`src/rtl/sync_fifo_wr_arbiter.sv`:
```
// rtl/sync_fifo_wr_arbiter.sv - round-robin write-port arbiter for a shared sync FIFO with mirrored level.
// Optional per-owner burst mode is enabled by defining FIFO_ARB_BURST_EN.
module sync_fifo_wr_arbiter #(
   parameter int N         = 4,
   parameter int B         = 16,
   parameter int W         = 4,
   parameter int MAXBURST  = 4,
   parameter int AF_MARGIN = 2
) (
   input  logic           clk,
   input  logic           rst,
   input  logic [N-1:0]   req,
   input  logic [N*B-1:0] data_in,
   output logic [N-1:0]   ack,
   output logic           fifo_wr,
   output logic [B-1:0]   fifo_wdata,
   input  logic           fifo_full,
   input  logic           fifo_rd,
   input  logic           fifo_empty,
   output logic [W:0]     level,
   output logic           almost_full
);

   localparam int PW    = (N > 1) ? $clog2(N) : 1;
   localparam int DEPTH = 1 << W;

   logic [PW-1:0] rr_ptr;
   logic [PW:0]   scan;
   logic          rr_valid;
   logic [PW-1:0] rr_idx;
   logic          win_valid;
   logic [PW-1:0] win_idx;
   logic          wr_acc;
   logic          rd_acc;

   function automatic logic [PW-1:0] next_ptr(input logic [PW-1:0] p);
      next_ptr = (p == PW'(N - 1)) ? '0 : p + 1'b1;
   endfunction

   // Scan from rr_ptr upward, wrapping at N; the first requester found wins.
   always_comb begin
      rr_valid = 1'b0;
      rr_idx   = '0;
      scan     = '0;
      for (int k = 0; k < N; k++) begin
         scan = {1'b0, rr_ptr} + (PW + 1)'(k);
         if (scan >= (PW + 1)'(N))
            scan = scan - (PW + 1)'(N);
         if (!rr_valid && req[scan[PW-1:0]]) begin
            rr_valid = 1'b1;
            rr_idx   = scan[PW-1:0];
         end
      end
   end

`ifdef FIFO_ARB_BURST_EN
   typedef enum logic {IDLE, BURST} state_t;

   state_t        state;
   logic [PW-1:0] owner;
   logic [3:0]    burst_cnt;

   // While bursting only the owner may win; everyone else waits.
   always_comb begin
      if (state == BURST) begin
         win_valid = req[owner];
         win_idx   = owner;
      end else begin
         win_valid = rr_valid;
         win_idx   = rr_idx;
      end
   end

   always_ff @(posedge clk or posedge rst) begin
      if (rst) begin
         rr_ptr    <= '0;
         state     <= IDLE;
         owner     <= '0;
         burst_cnt <= '0;
      end else begin
         case (state)
            IDLE: begin
               if (fifo_wr) begin
                  owner     <= win_idx;
                  burst_cnt <= 4'd1;
                  if (MAXBURST > 1)
                     state <= BURST;
                  else
                     rr_ptr <= next_ptr(win_idx);
               end
            end
            BURST: begin
               if (fifo_wr) begin
                  burst_cnt <= burst_cnt + 4'd1;
                  if (burst_cnt + 4'd1 == 4'(MAXBURST)) begin
                     rr_ptr <= next_ptr(owner);
                     state  <= IDLE;
                  end
               end else if (!req[owner]) begin
                  rr_ptr <= next_ptr(owner);
                  state  <= IDLE;
               end
            end
            default: state <= IDLE;
         endcase
      end
   end
`else
   assign win_valid = rr_valid;
   assign win_idx   = rr_idx;

   always_ff @(posedge clk or posedge rst) begin
      if (rst)
         rr_ptr <= '0;
      else if (fifo_wr)
         rr_ptr <= next_ptr(win_idx);
   end
`endif

   // Writes are suppressed during reset so no word is acked that the FIFO would not take.
   assign fifo_wr    = win_valid & ~fifo_full & ~rst;
   assign fifo_wdata = win_valid ? data_in[int'(win_idx)*B +: B] : data_in[B-1:0];

   always_comb begin
      ack          = '0;
      ack[win_idx] = fifo_wr;
   end

   assign wr_acc = fifo_wr & ~fifo_full;
   assign rd_acc = fifo_rd & ~fifo_empty;

   always_ff @(posedge clk or posedge rst) begin
      if (rst)
         level <= '0;
      else if (wr_acc && !rd_acc && level != (W + 1)'(DEPTH))
         level <= level + 1'b1;
      else if (rd_acc && !wr_acc && level != '0)
         level <= level - 1'b1;
   end

   assign almost_full = (level >= (W + 1)'(DEPTH - AF_MARGIN));

endmodule

```
`config.mk`:
```
export PLATFORM = sky130hd
export DESIGN_NAME = sync_fifo_wr_arbiter
export DESIGN_NICKNAME = d
export VERILOG_FILES = /design/src/rtl/sync_fifo_wr_arbiter.sv
export SDC_FILE = /design/constraint.sdc
export NUM_CORES = 1
export LEC_CHECK = 0
export CAP_MARGIN = 10
export CORE_ASPECT_RATIO = 0.9
export CORE_MARGIN = 2
export CORE_UTILIZATION = 33
export CTS_CLUSTER_DIAMETER = 100
export DETAILED_ROUTE_END_ITERATION = 7
export GPL_TIMING_DRIVEN = 0
export PLACE_DENSITY = 0.82
export SYNTH_ARGS = -nofsm -noshare
export SYNTH_HDL_FRONTEND = slang
export SYNTH_SLANG_ARGS = --single-unit
```
`constraint.sdc`:
```
create_clock -name clk -period 2.55 [get_ports clk]
set_input_delay 0.3825 -clock clk [delete_from_list [all_inputs] [get_ports clk]]
set_output_delay 0.3825 -clock clk [all_outputs]
set_load 0.02 [all_outputs]
```
==> results.cfg, run 1 <==
[status]
status = finished clean

[run]
cap_violations = 0

[sta]
hold_violations = 0
setup_tns_ps = 0
skew_ps = 1.42
post-route-min-period_ps = 2470
relSlewSlack_pct = 76.8
setup_viol = 0
fin_crit_sh_pct = 96.8
max_freq_mhz = 405
rsz0062_at_grt = true
finalWorstSetupSlack_ps = 81.8
tightestPinTransition_ps = 349
holdWs_ps = 410
finalMaxSlewViolations = 0

[pwr]
total_power_mw = 1.96
switching_share_pct = 44.8
p_seq_share_pct = 14.0
p_sw_mw = 0.878
leakage_nw = 1.05
power.share.clock_pct = 8.0
comb_power_share_pct = 78.0
powerDensity_nw_per_um2 = 830
internal_power_mw = 1.08
ir_worst_vdd_uv = 429

[logic_synthesis]
synthXorXnorAreaFrac_pct = 2.18
synth_area_per_cell_sq_um = 9.63
yosys.area_share.adder_pct = 9.98
netlist_area_sq_um = 1200
synth_edf_count = 0
synth-async-reset-ratio_pct = 100
yosys_warnings = 0
ys_types = 34
synth_fp_nets = 207
synth_mux_area_share_pct = 43.2
ys_seq_area_share_pct = 14.6
synth_simple_gate_area_share_pct = 11.5
synth_ff_type = dfrtp_1
netlist_instances = 125
synth-seq-cells = 7
synth_compound_area_share_pct = 9.77
synth_top_family_by_area = multiplexers

[floorplan]
io_pins = 100
core_sq_um = 3430
start_util_pct = 35.1
dieArea_sq_um = 4150
core.rowCount = 20
die_x_um = 67.7
die_h_um = 61.3

[global_routing]
grt_pass1_wl_um = 5540
track_usage_pct = 17.8
first_global_vias = 1257
antenna_found_initial = 0
overflow = 0
grt_max_degree = 12

[finish]
nets = 313
n_antenna_cell = 0
fin_area_sq_um = 2360
drive_gt1_share_pct = 16.1
syn_to_final_growth_pct = 96.2

[routing]
totalWireLength_um = 3660
vias = 1307
ant_nets = 0
routedWlPerCell_um = 13.4
vias_per_cell = 4.77
drc = 0
drt_iter0_drc = 31
first_pass_iters = 4

[setup_path]
arrival_ps = 2610
path_max_fanout = 8
required_ps = 2690
startpoint = rst
path_class = primary input to flop
endpoint_kind = flop
regToRegStartpoint = level[2]
reg2reg_slack_ps = 250
start_kind = primary input
r2r-end = level[4]
endpoint = level[4]
reg2regPathDepth = 10

[clock_tree]
cts_buffers = 3
cts_root_buf = clkbuf_8
cts_sinks = 7
htree_levels = 1
cts_tree = yes
path_clk_slew_ps = 40
clockBufferDepth = 2
clkLatencyLatePin_ps = 230

[placement]
io_buffer_count = 99
dpl_cell_area_sq_um = 2250
gp_congestion = 0.756
dpl.hpwl_um = 3050
pre_cts_slack_ps = -679

[min_path]
hold_path.class = primary input to async pin
layout by cell type (no fill, tap or decap), types with 4 or more instances in the layout:
cell type / synthesis / final
clkdlybuf4s50_1: 0 / 75
clkdlybuf4s15_2: 0 / 8
mux2i_1: 49 / 49
nand2_1: 5 / 5
clkdlybuf4s15_1: 0 / 7
inv_1: 7 / 6
ha_1: 8 / 7
and2_1: 4 / 4
a21oi_1: 4 / 4
dlygate4sd2_1: 0 / 5
dfrtp_1: 7 / 7
repair_timing:
action                     in CTS  in global routing
setup endpoints to repair      22                  5
hold buffers                    0                  0
buffers inserted                2                  0
resized for setup              65                  8
power groups by stage:
stage                     logic [mW]  registers (mW)  clock network, mW
after global routing            1.65           0.288              0.167
after global placement          1.49           0.255                  0
final                           1.53           0.275              0.156
after detailed placement        1.50           0.256                  0
after CTS                       1.53           0.261              0.161
after floorplan                0.887           0.282                  0
sequential cells by signal, summed over array words and instances, names as in the netlist:
register / flops
rr_ptr: 2
level: 5
metrics by stage:
step                      cells  utilization (%)
final                       274             68.9
after detailed placement    268             65.6
after floorplan             125                -
after global routing        274             68.9
after CTS                   274             69.0
after global placement      268             65.6
worst min-delay path by stage:
stage	startpoint	to	slack, ps	cells after the start
after floorplan	rst	level[0]	190	1
after global placement	rr_ptr[0]	rr_ptr[0]	520	2
after detailed placement	rr_ptr[0]	rr_ptr[0]	530	2
after CTS	rst	level[0]	410	2
after global routing	rst	level[4]	440	2
final	rst	level[4]	410	2
cell type report:
type                            count  area (sq um)
Buffer                              7           104
Sequential cell                     7           175
Fill cell                         272          1070
Inverter                           10          42.5
Timing Repair Buffer              101           990
Multi-Input combinational cell    101           950
Tap cell                           44          55.1
Clock buffer                        4          45.0
metal layers:
layer	routed length [um]	vias up	track usage [%]
met2	1810	63	28.2
met4	60	0	6.71
li1	-	664	-
met3	302	7	5.48
met1	1490	573	23.0
met5	0	-	0
cells in the mapped netlist (all sizes together), types with 2 or more instances:
library cell | number | area (sq um)
mux2i | 49 | 490
buf | 7 | 62.6
mux2 | 2 | 30.0
a21oi | 4 | 20.0
inv | 10 | 42.6
nand3 | 2 | 22.5
nor4 | 2 | 18.8
o22ai | 3 | 18.8
and2 | 4 | 25.0
o31ai | 2 | 28.8
xnor2 | 2 | 17.5
nand2 | 5 | 18.8
ha | 8 | 100
o21ai | 3 | 15.0
dfrtp | 7 | 175
nor2b | 4 | 25.0
critical path: stages:
cell             delay, ps
clkdlybuf4s50_1        410
or3_1                  370
buf_6                  150
inv_6                   80
nand3_4                120
ha_4                   250
nor2b_1                130
o21ai_1                150
nand3b_1               120
o32a_1                 300
o22ai_1                150
logic make-up (layout without fill, tap and decap cells):
kind of cell | count (synthesis) | after routing
adder cells (fa/ha/maj) | 9 | 9
XOR/XNOR | 3 | 3
buffers and inverters | 17 | 122
multiplexers | 51 | 51
AND/OR/NAND/NOR | 22 | 22
AO/OA/AOI/OAI | 16 | 16
flip-flops | 7 | 7
No activity file was read; power rests on OpenSTA's default activity.
==> run 2, diff against run 1 <==
Settings changed: TNS_END_PERCENT from default to 5.
==> run 2 against run 1 <==
Against the previous run:
- combinational power is essentially flat
- fmax grew 0.14%
- utilization shrank 0.73 points
- count of clock-buffer cells in the layout is the same
- die area is the same
- clock skew is essentially flat
- sequential power grew 2%
- clock power is essentially flat
- via count shrank 0.61%
- critical endpoint unchanged
- first-iteration DRC count shrank 13%
- global-route usage shrank 0.16 points
- cell count shrank 0.36%
==> results.cfg, run 2 (synthesis gave the netlist of run 1 again) <==
[setup_path]
crit_slowest_cell = clkdlybuf4s50_1
startpoint = rst
start_kind = primary input
arrival_ps = 2610
reg2regPathDepth = 10
cp_top_family = simple AND/OR/NAND/NOR gates
worst-path-stages = 11
path_class = primary input to flop
r2r-end = level[4]
endpoint_kind = flop
regToRegStartpoint = level[2]
endpoint = level[4]
path_max_fanout = 8
crit_buf_inv = 3
reg2reg_slack_ps = 200
slowest_delay_ps = 410
cp_cell_sequence = clkdlybuf4s50_1 > or3_1 > buf_6 > inv_6 > nand3_4 > ha_4 > nor2b_1 > o21ai_1 > nand3b_1 > o32a_1 > o22ai_2
required_ps = 2700

[sta]
skew_ps = 1.17
hold_violations = 0
setup_viol = 0
tightestPinTransition_ps = 353
finalMaxSlewViolations = 0
post-route-min-period_ps = 2460
relSlewSlack_pct = 76.5
setup_tns_ps = 0
fin_crit_sh_pct = 96.7
rsz0062_at_grt = true
max_freq_mhz = 406

[global_routing]
track_usage_pct = 17.7
overflow = 0
first_global_vias = 1248
grt_max_degree = 12
antenna_found_initial = 0
grt_pass1_wl_um = 5510

[clock_tree]
cts_buffers = 3
clkLatencyLatePin_ps = 230
cts_tree = yes
cts_root_buf = clkbuf_8
path_clk_slew_ps = 40
postCtsHoldBufs = 0
cts_sinks = 7
clockBufferDepth = 2
htree_levels = 1

[routing]
drt_iter0_drc = 27
first_pass_iters = 4
vias_per_cell = 4.76
vias = 1299
routedWlPerCell_um = 13.5
ant_nets = 0
drc = 0
totalWireLength_um = 3680

[pwr]
total_power_mw = 1.95
comb_power_share_pct = 77.6
powerDensity_nw_per_um2 = 835
ir_worst_vdd_uv = 411
switching_share_pct = 45.4
power.share.clock_pct = 8.0
p_seq_share_pct = 14.4
internal_power_mw = 1.06
leakage_nw = 1.04
p_sw_mw = 0.886

[floorplan]
die_x_um = 67.7
core_sq_um = 3430
io_pins = 100
dieArea_sq_um = 4150
start_util_pct = 35.1
die_h_um = 61.3
core.rowCount = 20

[status]
status = finished clean

[finish]
regMostFlops = level
nets = 312
largest_register_ffs = 5
drive_gt1_share_pct = 16.6
n_antenna_cell = 0
layout_common_cells = clkdlybuf4s50_1 (75), mux2i_1 (48), clkbuf_2 (8)
final_common_cell = clkdlybuf4s50_1
reg.largest.list = level (5), rr_ptr (2)
syn_to_final_growth_pct = 94.1

[placement]
dpl.hpwl_um = 3050
gp_congestion = 0.756
io_buffer_count = 99

[min_path]
hold_path.class = primary input to async pin

[run]
cap_violations = 0
[run 2: stage by stage]
step / instances / utilization, % / area [sq um] / hold WS, ps / setup slack [ps]
6_report: 273 / 68.1 / 2340 / 411 / 85.3
5_1_grt: 273 / 68.1 / 2340 / 439 / -9.37
4_1_cts: 273 / 68.4 / 2340 / 413 / 86.2
3_5_place_dp: 268 / 65.6 / 2250 / 531 / -679
3_3_place_gp: 268 / 65.6 / 2250 / 520 / -662
2_1_floorplan: 125 / - / 1200 / 186 / 285
[run 2: layout make-up]
type	count	area, sq um
plain buffers	7	104
clock buffers	4	45.0
fillers	274	1090
inverters	10	42.5
multi-input cells	101	960
flip-flops and latches	7	175
well taps	44	55.1
repair buffers	100	955
[run 2: power by group through the flow]
stage               logic (mW)  registers (mW)  clock network [mW]
CTS                       1.51           0.261               0.161
detailed placement        1.50           0.256                   0
global placement          1.49           0.255                   0
global route              1.63           0.294               0.167
finish                    1.51           0.281               0.156
floorplan                0.887           0.282                   0
[run 2: routing by layer]
metal | global-route usage, % | up-vias | routed length (um)
met5 | 0 | - | 0
met4 | 6.71 | 0 | 60
met3 | 5.30 | 7 | 273
met2 | 27.9 | 54 | 1850
met1 | 22.9 | 577 | 1490
li1 | - | 661 | -
[run 2: worst reg2reg max path: cells and delay by family (launching register included)]
family          cells  cell delay [ps]
flops               1              490
fa+ha+maj           1              350
simple gates        6             1150
buf+inv             1               50
compound gates      2              200
[run 2: repair_timing]
item	CTS	global route
setup buffers	1	0
pin swaps	0	0
gates resized for setup	53	19
endpoints found under the hold margin	0	0
endpoints found under the setup margin	22	14
[run 2: how the worst min path moves through the flow]
stage,from,endpoint,slack [ps]
after floorplan,rst,level[0],190
after global placement,rr_ptr[0],rr_ptr[0],520
after detailed placement,rr_ptr[0],rr_ptr[0],530
after CTS,rst,level[0],410
after global routing,rst,level[4],440
final,rst,level[4],410
